$ cat src/rtl/mult8_secuencial_pkg.sv
// mult8_secuencial_pkg
// Shared definitions for the sequential 8x8 multiplier:
//   - state encoding of the control FSM (code 3 is illegal, recovers to IDLE)
//   - datapath width and iteration count
//   - cla4(): one 4-bit carry-lookahead slice used by the gate-level adder
package mult8_secuencial_pkg;

    localparam int N_BITS = 8;
    localparam int N_ITER = 8;

    // Counter value seen during the final (8th) iteration.
    localparam logic [2:0] CNT_LAST = 3'(N_ITER - 1);

    typedef enum logic [1:0] {
        ST_IDLE = 2'd0,
        ST_RUN  = 2'd1,
        ST_DONE = 2'd2
    } state_e;

    // 4-bit carry-lookahead add; returns {carry_out, sum[3:0]}.
    function automatic logic [4:0] cla4(input logic [3:0] x,
                                        input logic [3:0] y,
                                        input logic       ci);
        logic [3:0] g;
        logic [3:0] pr;
        logic [4:0] c;
        g    = x & y;
        pr   = x ^ y;
        c[0] = ci;
        c[1] = g[0] | (pr[0] & ci);
        c[2] = g[1] | (pr[1] & g[0]) | (pr[1] & pr[0] & ci);
        c[3] = g[2] | (pr[2] & g[1]) | (pr[2] & pr[1] & g[0])
             | (pr[2] & pr[1] & pr[0] & ci);
        c[4] = g[3] | (pr[3] & g[2]) | (pr[3] & pr[2] & g[1])
             | (pr[3] & pr[2] & pr[1] & g[0])
             | (pr[3] & pr[2] & pr[1] & pr[0] & ci);
        return {c[4], pr ^ c[3:0]};
    endfunction

endpackage

$ cat src/rtl/mult8_secuencial_sum8.sv
// SUM8_LOGICO
// Purely combinational 8-bit adder built from two 4-bit carry-lookahead
// slices, with the carry rippling from the low slice into the high slice.
// Ports:
//   a, b  [7:0] : addends
//   ci          : carry in
//   s     [7:0] : sum
//   co          : carry out
// PwrC selects power accounting of the gate-level adder; the RTL view of
// the adder is identical for every value.
module SUM8_LOGICO
    import mult8_secuencial_pkg::*;
#(
    parameter int PwrC = 0
) (
    input  logic [7:0] a,
    input  logic [7:0] b,
    input  logic       ci,
    output logic [7:0] s,
    output logic       co
);

    logic [4:0] lo_s;
    logic [4:0] hi_s;

    assign lo_s = cla4(a[3:0], b[3:0], ci);
    assign hi_s = cla4(a[7:4], b[7:4], lo_s[4]);

    assign s  = {hi_s[3:0], lo_s[3:0]};
    assign co = hi_s[4];

    // Hook point for gate-level power accounting; carries no RTL logic.
    if (PwrC != 0) begin : g_pwr_count
    end

endmodule

$ cat src/rtl/mult8_secuencial.sv
// mult8_secuencial
// Sequential 8x8 unsigned shift-and-add multiplier with start/done handshake.
// One iteration per clock in RUN, 8 iterations, product registered in p.
// Ports:
//   clk      : rising-edge clock
//   reset_L  : asynchronous active-low reset
//   start    : request a multiply (sampled only in IDLE)
//   a, b     : multiplicand / multiplier, sampled with start
//   busy     : high in RUN and DONE
//   done     : one-cycle pulse while in DONE
//   p [15:0] : product, loaded on entry to DONE and held otherwise
module mult8_secuencial
    import mult8_secuencial_pkg::*;
#(
    parameter int PwrC = 0
) (
    input  logic          clk,
    input  logic          reset_L,
    input  logic          start,
    input  logic [7:0]    a,
    input  logic [7:0]    b,
    output logic          busy,
    output logic          done,
    output logic [15:0]   p
);

    state_e              st_q, st_d;
    logic [N_BITS-1:0]   a_r_q, a_r_d;
    logic [N_BITS-1:0]   h_q, h_d;
    logic [N_BITS-1:0]   q_q, q_d;
    logic [2:0]          cnt_q, cnt_d;
    logic [15:0]         p_q, p_d;

    logic [N_BITS-1:0]   sum_s;
    logic                cy_s;

    // Adder is always connected: H + A_r, no carry in.
    SUM8_LOGICO #(
        .PwrC (PwrC)
    ) sum8 (
        .a  (h_q),
        .b  (a_r_q),
        .ci (1'b0),
        .s  (sum_s),
        .co (cy_s)
    );

    // State and datapath registers; reset discards any partial result.
    always_ff @(posedge clk or negedge reset_L) begin
        if (!reset_L) begin
            st_q  <= ST_IDLE;
            a_r_q <= 8'h00;
            h_q   <= 8'h00;
            q_q   <= 8'h00;
            cnt_q <= 3'd0;
            p_q   <= 16'h0000;
        end else begin
            st_q  <= st_d;
            a_r_q <= a_r_d;
            h_q   <= h_d;
            q_q   <= q_d;
            cnt_q <= cnt_d;
            p_q   <= p_d;
        end
    end

    // Next-state and datapath logic.
    always_comb begin
        st_d  = st_q;
        a_r_d = a_r_q;
        h_d   = h_q;
        q_d   = q_q;
        cnt_d = cnt_q;
        p_d   = p_q;
        case (st_q)
            ST_IDLE: begin
                if (start) begin
                    a_r_d = a;
                    q_d   = b;
                    h_d   = 8'h00;
                    cnt_d = 3'd0;
                    st_d  = ST_RUN;
                end else begin
                    st_d  = ST_IDLE;
                end
            end
            ST_RUN: begin
                // Shift right by one; the adder carry becomes the new top bit
                // when the current multiplier bit is set.
                if (q_q[0]) begin
                    {h_d, q_d} = {cy_s, sum_s, q_q[7:1]};
                end else begin
                    {h_d, q_d} = {1'b0, h_q, q_q[7:1]};
                end
                cnt_d = cnt_q + 3'd1;
                if (cnt_q == CNT_LAST) begin
                    p_d  = {h_d, q_d};
                    st_d = ST_DONE;
                end else begin
                    st_d = ST_RUN;
                end
            end
            ST_DONE: begin
                st_d = ST_IDLE;
            end
            default: begin
                st_d = ST_IDLE;
            end
        endcase
    end

    // Output decode from the registered state and product.
    always_comb begin
        busy = 1'b0;
        done = 1'b0;
        case (st_q)
            ST_IDLE: begin
                busy = 1'b0;
                done = 1'b0;
            end
            ST_RUN: begin
                busy = 1'b1;
                done = 1'b0;
            end
            ST_DONE: begin
                busy = 1'b1;
                done = 1'b1;
            end
            default: begin
                busy = 1'b0;
                done = 1'b0;
            end
        endcase
    end

    assign p = p_q;

endmodule

$ cat config.mk
export PLATFORM = sky130hd
export DESIGN_NAME = mult8_secuencial
export DESIGN_NICKNAME = d
export VERILOG_FILES = /design/src/rtl/mult8_secuencial_pkg.sv /design/src/rtl/mult8_secuencial_sum8.sv /design/src/rtl/mult8_secuencial.sv
export SDC_FILE = /design/constraint.sdc
export NUM_CORES = 1
export LEC_CHECK = 0
export BUFFER_PORTS_ARGS = -buffer_cell sky130_fd_sc_hd__buf_2
export CAP_MARGIN = 20
export CORE_MARGIN = 2
export CORE_UTILIZATION = 35
export DETAILED_ROUTE_END_ITERATION = 8
export PLACE_DENSITY = 0.63
export SLEW_MARGIN = 20
export SYNTH_ARGS = -nofsm -noshare
export SYNTH_HDL_FRONTEND = slang
export SYNTH_HIERARCHICAL = 1
export SYNTH_SLANG_ARGS = --single-unit
$ cat constraint.sdc
create_clock -name clk -period 2 [get_ports clk]
set_input_delay 0.3 -clock clk [delete_from_list [all_inputs] [get_ports clk]]
set_output_delay 0.3 -clock clk [all_outputs]
set_load 0.02 [all_outputs]
### Word level (Yosys, flattened, before mapping)

Index checks and enable logic that the tools add are counted.

| storage, ports and cells | value |
|---|---|
| register bits after elaboration | 45 |
| output and inout bits | 18 |

| operators by class | value |
|---|---|
| add/subtract/negate cells | 1 |
| eq/ne operators | 4 |
| multiplexer cells | 13 |
| bitwise logic cells | 47 |
| reductions and logical operators | 6 |

Operators by type and width:

| operator | number |
|---|---|
| 2-to-1 mux 8 bit | 4 |
| case mux 8 bit (2 select lines) | 2 |
| AND 1 bit | 25 |
| OR 1 bit | 16 |
| XOR 4 bit | 4 |
| AND 4 bit | 2 |
| case mux 3 bit (2 select lines) | 1 |
| AND reduction 2 bit | 3 |
| case mux 2 bit (2 select lines) | 1 |
| adder 3 x 1 -> 3 bit (second input constant) | 1 |
| == test 3 bit (second input constant) | 1 |
| 2-to-1 mux 1 bit | 3 |
| 2-to-1 mux 3 bit | 1 |
| == test 2 x 1 -> 1 bit (second input constant) | 1 |
| == test 2 bit (second input constant) | 1 |
| logical NOT 2 bit | 1 |
| 2-to-1 mux 2 bit | 1 |
| inequality test 2 bit (second input constant) | 1 |
| nonzero test 2 bit | 1 |
| OR reduction 2 bit | 1 |

### Depth between registers and ports, before layout

Gate-level depths: netlist of the first run.

| logic depth | value |
|---|---|
| word-level depth | 10 |
| gate-level depth with buffers | 7 |

### Hierarchy

Netlist of the first run, hierarchy kept.

By module, submodules not included:

| module | instances | cells an instance | area an instance (µm²) | seq. area each (µm²) |
|---|---|---|---|---|
| mult8_secuencial | 1 | 154 | 1891.8 | 1126.1 |
| SUM8_LOGICO | 1 | 41 | 327.8 | 0.0 |

### Worst setup path after synthesis of the first run

OpenSTA, ideal clock, no wires.

| timing path | value |
|---|---|
| path kind | reg2reg |
| start point | register h_q[3] |
| end point | register h_q[4] |
| setup time | 0.136 ns |
| data arrival time | 1.759 ns |
| required time | 1.864 ns |
| path slack | 0.105 ns |
| cell stages (with the launch flop) | 8 |
| buffers on the path | 0 |
| path through | dfrtp_1 ha_1 nand3_1 o2111ai_2 fa_1 xor2_1 mux2i_1 o21ai_0 |

| on the way | value |
|---|---|
| cells in the longest elaborated chain, start to end | 10 |
| elaborated cells between the ends (all ways) | 15 |
| those cells by class | mux (2); bitwise (13) |

RTL lines:

| item | line | RTL |
|---|---|---|
| start: declaration | mult8_secuencial.sv:29 | `logic [N_BITS-1:0] h_q, h_d;` |
| start signal: assignment | mult8_secuencial.sv:53 | `h_q <= 8'h00;` |
| start signal: assignment | mult8_secuencial.sv:60 | `h_q <= h_d;` |
| XOR 4 bit | mult8_secuencial_pkg.sv:28 | `pr = x ^ y;` |
| AND 1 bit (on tied branches) | mult8_secuencial_pkg.sv:34, mult8_secuencial_pkg.sv:35 |  |
| OR 1 bit, or another cell as far along | mult8_secuencial_pkg.sv:34 | `c[4] = g[3] \| (pr[3] & g[2]) \| (pr[3] & pr[2] & g[1])` |
| OR 1 bit / AND 1 bit (equally long branches) | mult8_secuencial_pkg.sv:34, mult8_secuencial_pkg.sv:35 |  |
| OR 1 bit * | mult8_secuencial_pkg.sv:35 | `\| (pr[3] & pr[2] & pr[1] & g[0])` |
| AND 1 bit * | mult8_secuencial_pkg.sv:30 | `c[1] = g[0] \| (pr[0] & ci);` |
| OR 1 bit * | mult8_secuencial_pkg.sv:30 |  |
| XOR 4 bit * | mult8_secuencial_pkg.sv:37 | `return {c[4], pr ^ c[3:0]};` |
| net sum_s[5] | mult8_secuencial.sv:34 | `logic [N_BITS-1:0] sum_s;` |
| 2-to-1 mux 8 bit * | mult8_secuencial.sv:90 | `if (q_q[0]) begin` |
| case mux 8 bit (2 select lines) * | mult8_secuencial.sv:75 | `case (st_q)` |

The timed path passes the listed nets; every way through them passes the cells marked *.
A chain may end at the register's enable or synchronous reset.

### Worst setup path after layout of the first run

| timing path | value |
|---|---|
| start point | register h_q[1] |
| end point | register p_q[11], in the netlist p[11] |

| on the way | value |
|---|---|
| cells in the longest elaborated chain, start to end | 6 |
| elaborated cells between the ends (all ways) | 9 |
| those cells by class | mux (1); bitwise (8) |

RTL lines:

| item | line | RTL |
|---|---|---|
| AND 4 bit / XOR 4 bit (equally long branches) | mult8_secuencial_pkg.sv:27, mult8_secuencial_pkg.sv:28 |  |
| AND 1 bit (on tied branches) | mult8_secuencial_pkg.sv:34, mult8_secuencial_pkg.sv:35 |  |
| OR 1 bit / AND 1 bit (equally long branches) | mult8_secuencial_pkg.sv:34, mult8_secuencial_pkg.sv:35 |  |
| OR 1 bit * | mult8_secuencial_pkg.sv:35 |  |
| XOR 4 bit * | mult8_secuencial_pkg.sv:37 |  |
| net sum_s[4] | mult8_secuencial.sv:34 |  |
| 2-to-1 mux 8 bit * | mult8_secuencial.sv:90 |  |
| end signal: assignment | mult8_secuencial.sv:63 | `p_q <= p_d;` |
| end: declaration | mult8_secuencial.sv:32 | `logic [15:0] p_q, p_d;` |

Marked as above.

==> run metrics, run 1 <==
outcome=finished, final reports clean; # DRC=0; main flop type after synthesis=dfrtp_1; Root Buffer=clkbuf_8; antenna violations before repair=0; synth warn=6; maxcap violations=0; Final Skew=0.00461 ns; Post-synth EDFFs=0; pin count of the biggest net entering global routing=27; drt via density=4.74; Via Count=1525; Core ar.=6240 sq um; TritonCTS Sinks=45; #FFs+latches synth=45; Layout fillers=607; post-route ant nets=0; gr ovfl total=0; depth of the CTS H-tree=2; PwrDens=1730 nW/um^2; Placed Instances=311; worst vdd ir=0.701 mV; Hold Crit Class=input port to register; vias in the first global route=1596; clk_lat worst skew=0.29 ns; Seq/Total Area, Yosys=50.7%; DP HPWL=2.99 mm; critical path class=register to register; Final nets=279; chip height=83.6 um; DR pass1 iterations=4; Arrival @ worst endpoint=2.09 ns; layout cells sized above 1=32.2%; worst r2r src=h_q[1]; DIE AREA=6990 sq um; antenna cells=0; footprint of the multi-input gates=1060 sq um; Tcrit/Tclk final=95.9%; Final Hold Viols=0; Area Growth Syn to Fin=21.4%; Register Area=1130 sq um; fmax=522 MHz; hold_sp=a[4]; I/O Buffers=36; first-pass GRT wire length=7.27 mm; gr usage total=13.0%; leakage power=1.34 nW; CTS tree=built; syn_area_per_cell=11.4 sq um; Mapped Cells=195; I/O pin cnt=37; Starting Density=35.6%; Num CTS Buffers=5; critical path launch point type=register; final critical-path required period=1.92 ns; DRT Wirelength=4.18 mm; Mapped Area=2220 sq um; Rows=29; Chip Width=83.6 um; Final Non-Filler Cells=322; Placer Congestion=0.725; clk slew on worst S/H paths=0.08 ns; Post-Route Setup TNS=0 ns; Pins Over Slew Limit=0; Iteration-0 DRC Markers=57; Post-synth ARST share=100%; Crit. Startpoint=h_q[1]; Crit. End Element=register; critical path peak fanout=3; count of cell types in the netlist=31; WL/cell=13.0 um; final setup violation count=0; CP Data Required Time=2.17 ns; Clock Tree Buf Depth=2
[worst max-delay path, cell delays in order, from the launching register on]
cell and delay [ns]:
dfrtp_1 0.43, ha_4 0.30, nand3_2 0.09, o2111ai_4 0.23, fa_2 0.47, mux2i_2 0.18
o21ai_1 0.10
[cells in the mapped netlist, types with 4 or more instances]
| master | count | area (sq um) |
|---|---|---|
| xnor2_1 | 4 | 35.0 |
| o21ai_1 | 5 | 25.0 |
| o21ai_0 | 24 | 120 |
| mux2i_1 | 15 | 150 |
| ha_1 | 13 | 163 |
| nand2_1 | 31 | 116 |
| mux2_2 | 14 | 158 |
| dfrtp_1 | 45 | 1130 |
| inv_1 | 14 | 52.6 |
[state kept, by name, indices dropped and copies added (netlist names)]
register	cells
p	16
a_r_q	8
h_q	8
q_q	8
cnt_q	3
st_q	2
[per-layer routing]
layer | global-route usage [%] | share of wire [%] | vias up
met5 | 0 | 0 | -
met4 | 4.84 | 0.96 | 0
met3 | 3.17 | 2.8 | 2
met2 | 21.9 | 48 | 22
met1 | 16.1 | 48 | 741
li1 | - | - | 760
[final timing paths]
path                                  to  slack [ns]  depth (start not counted)
worst min register to register      p[9]        0.48                          2
worst max-delay path               p[11]        0.08                          6
worst max register to register     p[11]        0.08                          6
worst min-delay path            a_r_q[4]        0.24                          2
max in group asynchronous       a_r_q[0]        1.01                          3
min in group asynchronous         q_q[5]        0.45                          2
[area by class of cell]
cell class	count	share of cell area (%)
multi-input cells	131	39.4
flip-flops and latches	45	41.8
inverters	14	1.95
clock buffers	7	3.20
well taps	77	3.57
repair buffers	48	10.1
[layout by cell type (no fill, tap or decap), drive strengths merged]
cell         netlist  layout
dlygate4sd3        0       1
a22o               2       2
xor2               2       2
conb               1       2
o21ai             29      29
clkbuf             1       7
mux2i             16      16
a31oi              1       1
a21o               1       1
dfrtp             45      45
buf                5      47
o2111ai            1       1
o21a               1       1
xnor2              4       4
o31ai              1       1
nand3              2       2
o21bai             2       2
nand2             32      32
inv               14      14
a21oi              2       2
a211oi             1       1
nor2               2       2
mux2              15      15
fa                 2       2
ha                13      13
[power by group]
group | internal [mW] | total (mW) | switching, mW
Sequential | 1.32 | 1.62 | 0.303
Combinational | 1.20 | 2.49 | 1.29
Clock | 0.274 | 0.560 | 0.285
[per-stage QoR]
| stage | utilization, % | power, mW | setup WS (ns) | hold slack [ns] | area, sq um |
|---|---|---|---|---|---|
| final | 43.2 | 4.67 | 0.0828 | 0.237 | 2700 |
| after floorplan | - | 3.29 | 0.105 | 0.00441 | 2220 |
| after CTS | 41.9 | 4.47 | 0.00122 | 0.222 | 2610 |
| after global routing | 43.2 | 5.09 | -0.0266 | 0.231 | 2700 |
| after detailed placement | 40.3 | 3.89 | 0.0355 | 0.239 | 2520 |
| after global placement | 40.3 | 3.83 | 0.0716 | 0.248 | 2520 |
[repair_timing]
action / 4_1_cts / 5_1_grt
gates resized for setup: 0 / 11
hold endpoints to repair: 15 / 0
setup buffers: 0 / 3
hold buffers: 1 / 0
setup endpoints to repair: 0 / 8
[cell families (layout without fill, tap and decap cells)]
group                      Yosys count  after routing  share of synthesized area [%]
xor gates and xnor gates             6              6                           2.37
buffers and inverters               20             69                           4.34
other                                1              2                          0.169
muxes                               31             31                           15.6
adders and majority gates           15             15                           9.13
and+or+nand+nor                     36             36                           6.54
AOI/OAI and AO/OA                   41             41                           11.2
DFF                                 45             45                           50.7
Note: power is estimated with default switching activity, not from simulation.
==> inputs of run 2 (changes only) <==
--- a/config.mk
+++ b/config.mk
@@ -5,7 +5,7 @@
 export SDC_FILE = /design/constraint.sdc
 export NUM_CORES = 1
 export LEC_CHECK = 0
-export BUFFER_PORTS_ARGS = -buffer_cell sky130_fd_sc_hd__buf_2
+export BUFFER_PORTS_ARGS = -buffer_cell sky130_fd_sc_hd__buf_4
 export CAP_MARGIN = 20
 export CORE_MARGIN = 2
 export CORE_UTILIZATION = 35
@@ -16,3 +16,4 @@
 export SYNTH_HDL_FRONTEND = slang
 export SYNTH_HIERARCHICAL = 1
 export SYNTH_SLANG_ARGS = --single-unit
+export TNS_END_PERCENT = 10
==> run 2 against run 1 <==
  * Flip-flop and latch count unchanged
  * Critical path depth unchanged
  * First-iteration DRC count decreased by 39%
  * Global-route usage about the same
  * Fmax decreased by 0.92%
  * The flow now finishes with violations (hold timing)
  * Core utilization increased by 1.6 points
  * Clock skew decreased by 0.0028 ns
  * Non-clock buffer count decreased by 5
  * Sequential share of layout area decreased by 1.5 points
  * Via count decreased by 1.3%
  * Clock-buffer cell count unchanged
==> run metrics, run 2 (same netlist as run 1, synthesis figures left out) <==
outcome=finished, violations left; failing checks=hold timing; CTS tree=built; clk_lat worst skew=0.29 ns; antenna cells=0; Post CTS Setup Buffer Count=0; Tcrit/Tclk final=96.8%; depth of the CTS H-tree=2; Rows=29; final critical-path required period=1.94 ns; commonest non-fill, non-tap cell in the layout=dfrtp_1; Core ar.=6240 sq um; Area after DPL=2600 sq um; sequential fraction of design power=33.6%; Pins Over Slew Limit=0; pin slew with the least headroom to its limit=0.578 ns; final setup violation count=0; CP cell instances=ha_4, nand3_4, o2111ai_4, fa_2, mux2i_2, o21ai_0; Sw Ratio=40.0%; Arrival @ worst endpoint=2.10 ns; Iteration-0 DRC Markers=35; DR pass1 iterations=4; DRT Wirelength=4.30 mm; Final Hold Viols=2; Crit. End Element=register; Num CTS Buffers=5; maxcap violations=0; chip height=83.6 um; worst setup margin=0.0649 ns; gr ovfl total=0; Final nets=274; unrepaired setup endpoints after global routing=true; critical path's top delay family=adder cells; Area Growth Syn to Fin=25.8%; worst vdd ir=0.702 mV; Starting Density=35.6%; Via Count=1505; # DRC=0; Clock power frac=12.7%; critical path class=register to register; Critical-path top delay cell=fa_2; Hold Crit Class=input port to async pin; PwrDens=1750 nW/um^2; critical path peak fanout=4; Clock Tree Buf Depth=2; final hold slack=-0.00404 ns; pin count of the biggest net entering global routing=46; max FFs per register=16; leakage power=1.35 nW; most frequent cells in the layout=dfrtp_1, buf_4, nand2_1, o21ai_0; P_int=2.93 mW; P_sw=1.96 mW; Post-Route Setup TNS=0 ns; hold_buf cts=0; DP HPWL=2.97 mm; critical path launch point type=register; CP Data Required Time=2.17 ns; DIE AREA=6990 sq um; gr usage total=13.0%; Chip Width=83.6 um; I/O Buffers=36; TritonCTS Sinks=45; Comb power frac=53.7%; I/O pin cnt=37; final instance area=2790 sq um; clk slew on worst S/H paths=0.08 ns; Critical path buffers and inverters=0; Placer Congestion=0.729; post-route ant nets=0; max incr delay on CP=0.47 ns; WL/cell=13.5 um; antenna violations before repair=0; Root Buffer=clkbuf_8; first-pass GRT wire length=7.25 mm; setup slack at placement=0.00923 ns; Final Skew=0.00176 ns; drt via density=4.73; Rel. slew slack=61.5%; layout cells sized above 1=33.2%; fmax=517 MHz; vias in the first global route=1519
run 2: power groups by stage:
stage	combinational [mW]	sequential, mW	clock (mW)
after floorplan	1.58	1.71	0
after global placement	2.33	1.62	0
after detailed placement	2.37	1.64	0
after CTS	2.42	1.64	0.639
after global routing	2.92	1.71	0.676
final	2.63	1.64	0.620
run 2: area by class of cell:
type | count | area, sq um
fill | 601 | 3450
inverter | 14 | 52.6
clock buffer | 7 | 96.3
timing repair buffer | 43 | 323
sequential | 45 | 1130
multi-input combinational | 131 | 1090
clock inverter | 1 | 5.00
tap | 77 | 96.3
run 2: worst paths after layout:
path / startpoint / to / slack, ns / depth (start not counted)
min: reset_L / p[3] / -0.004 / 1
max reg2reg: h_q[3] / p[11] / 0.06 / 6
min reg2reg: p[9] / p[9] / 0.49 / 2
max: h_q[3] / p[11] / 0.06 / 6
min in group clk: a[7] / a_r_q[7] / 0.23 / 2
max in group asynchronous: reset_L / q_q[0] / 1.61 / 1
run 2: what timing repair did:
item	CTS	global route
gates resized for setup	2	14
pin swaps	0	9
setup endpoints to repair	2	8
run 2: through the flow:
step,utilization (%),total power [mW],std cells,hold slack [ns]
global placement,41.6,3.95,310,0.343
CTS,43.7,4.70,318,0.0179
finish,44.7,4.89,318,-0.00404
detailed placement,41.6,4.01,310,0.343
floorplan,-,3.29,196,0.00441
global route,44.7,5.31,318,0.0230
run 2: per-layer routing:
metal	share of wire (%)	GRT usage [%]
met5	0	0
met4	1.2	5.43
met1	46	16.8
met3	3.8	3.17
met2	49	20.9
==> inputs of run 3 (changes only) <==
--- a/config.mk
+++ b/config.mk
@@ -7,7 +7,6 @@
 export LEC_CHECK = 0
 export BUFFER_PORTS_ARGS = -buffer_cell sky130_fd_sc_hd__buf_4
 export CAP_MARGIN = 20
-export CORE_MARGIN = 2
 export CORE_UTILIZATION = 35
 export DETAILED_ROUTE_END_ITERATION = 8
 export PLACE_DENSITY = 0.63
==> constraint.sdc (replaced) <==
create_clock -name clk -period 2 [get_ports clk]
set_input_delay 0.4 -clock clk [delete_from_list [all_inputs] [get_ports clk]]
set_output_delay 0.4 -clock clk [all_outputs]
set_load 0.02 [all_outputs]
==> run 3 against run 2 <==
  * The flow now finishes without violations
  * First-iteration DRC count grew 110%
  * Critical path depth is the same
  * Total power grew 0.54%
  * Non-clock buffer count grew 2
  * Wire length grew 1.1%
  * Worst setup slack lost 0.010 ns
  * Highest routed layer unchanged
  * Sequential share of layout area grew 0.072 points
  * Largest power group unchanged
==> run metrics, run 3 (same netlist as run 1, synthesis figures left out) <==
outcome=finished, final reports clean; DIE AREA=6660 sq um; Critical path buffers and inverters=0; DP HPWL=2.97 mm; Rows=28; clk slew on worst S/H paths=0.09 ns; maxcap violations=0; Crit. End Element=register; clk_lat worst skew=0.30 ns; critical path class=register to register; Area after DPL=2600 sq um; worst vdd ir=0.652 mV; Iteration-0 DRC Markers=75; layout cells sized above 1=33.3%; Core ar.=6030 sq um; final instance area=2790 sq um; Chip Width=81.6 um; Final Hold Viols=0; Num CTS Buffers=5; P_int=2.91 mW; PnR Total Power=4.92 mW; final hold slack=0.0885 ns; Comb power frac=54.4%; gr ovfl total=0; Reg2Reg Depth=6; I/O Buffers=36; Placer Congestion=0.719; Layout Utilization=46.3%; Starting Density=36.8%; DR pass1 iterations=4; fmax=514 MHz; WL/cell=13.7 um; first-pass GRT wire length=7.04 mm; sequential fraction of design power=33.4%; RR Endpoint=p[11]; critical path's top delay family=adder cells; Rel. slew slack=62.0%; pin slew with the least headroom to its limit=0.570 ns; max FFs per register=16; P_sw=2.01 mW; I/O pin cnt=37; hold_buf cts=0; Clock power frac=12.2%; DRT Wirelength=4.35 mm; pin count of the biggest net entering global routing=46; Arrival @ worst endpoint=2.13 ns; leakage power=1.34 nW; post-route ant nets=0; vias in the first global route=1462; antenna violations before repair=0; Area Growth Syn to Fin=25.6%; most frequent cells in the layout=dfrtp_1, buf_4, nand2_1, o21ai_0; Critical-path top delay cell=fa_2; r2r setup slk=0.05 ns; chip height=81.6 um; gr usage total=14.2%; drt via density=4.79; Hold Crit Class=input port to async pin; max incr delay on CP=0.48 ns; unrepaired setup endpoints after global routing=true; Root Buffer=clkbuf_8; wl on met1=2.05 mm; critical path launch point type=register; final setup violation count=0; CP cell instances=ha_4, nand3_4, o2111ai_4, fa_2, mux2i_2, o21ai_1; depth of the CTS H-tree=2; Sw Ratio=40.9%; critical path peak fanout=4; Final Skew=0.00634 ns; max layer used=met4; Via Count=1524; TritonCTS Sinks=45; worst r2r src=h_q[3]; final critical-path required period=1.95 ns; Pins Over Slew Limit=0; PwrDens=1760 nW/um^2; Clock Tree Buf Depth=2; antenna cells=0; Final nets=276; Tcrit/Tclk final=97.3%; CTS tree=built; CP Data Required Time=2.19 ns; wire length on met2=2.09 mm; WL met3=159 um; # DRC=0
[run 3: changes by cell type in the layout (fill, tap and decap cells not counted), sizes merged]
| cell | change |
|---|---|
| buf | +2 |
| clkbuf | -2 |
| clkinvlp | +1 |
| clkinv | -1 |
| inv | +2 |
[run 3: worst reg2reg max path: cells and delay by family (launching register included)]
| kind | cells | cell delay, ns |
|---|---|---|
| multiplexers | 1 | 0.19 |
| flip-flops | 1 | 0.43 |
| AO/OA/AOI/OAI | 2 | 0.33 |
| adder cells (fa/ha/maj) | 2 | 0.81 |
| AND/OR/NAND/NOR | 1 | 0.08 |
[run 3: worst max-delay path by stage]
stage	from	to	slack, ns	cells past startpoint
floorplan	h_q[3]	h_q[4]	0.10	7
global placement	h_q[2]	h_q[4]	0.08	7
detailed placement	h_q[3]	h_q[4]	-0.009	7
CTS	h_q[1]	h_q[4]	0.02	7
global route	h_q[1]	p[11]	-0.04	6
finish	h_q[3]	p[11]	0.05	6
[run 3: per-layer routing]
layer	vias to the layer above	global-route usage (%)
met1	742	19.1
li1	752	-
met4	0	4.21
met2	24	22.5
met3	6	3.89
met5	-	0
[run 3: per-stage QoR]
stage               setup slack [ns]  TNS (ns)  instances
CTS                           0.0228         0        316
finish                        0.0549         0        318
detailed placement          -0.00924   -0.0178        308
floorplan                      0.105         0        196
global route                 -0.0357   -0.0741        318
global placement              0.0758         0        308
[run 3: layout make-up]
type                       instances  area, sq um
inverter                          14         52.6
sequential                        45         1130
timing repair buffer              45          338
multi-input combinational        131         1080
clock buffer                       5         68.8
clock inverter                     3         25.0
fill                             591         3240
tap                               75         93.8
[run 3: power by group through the flow]
stage / Combinational [mW] / Sequential [mW] / Clock (mW)
after floorplan: 1.58 / 1.71 / 0
after global placement: 2.33 / 1.63 / 0
after detailed placement: 2.40 / 1.64 / 0
after CTS: 2.45 / 1.64 / 0.624
after global routing: 2.96 / 1.71 / 0.665
final: 2.67 / 1.64 / 0.599
[run 3: what timing repair did]
item,4_1_cts,5_1_grt
pin swaps,0,10
buffers inserted,0,2
resized for setup,2,13
hold endpoints to repair,0,0
endpoints found under the setup margin,2,8
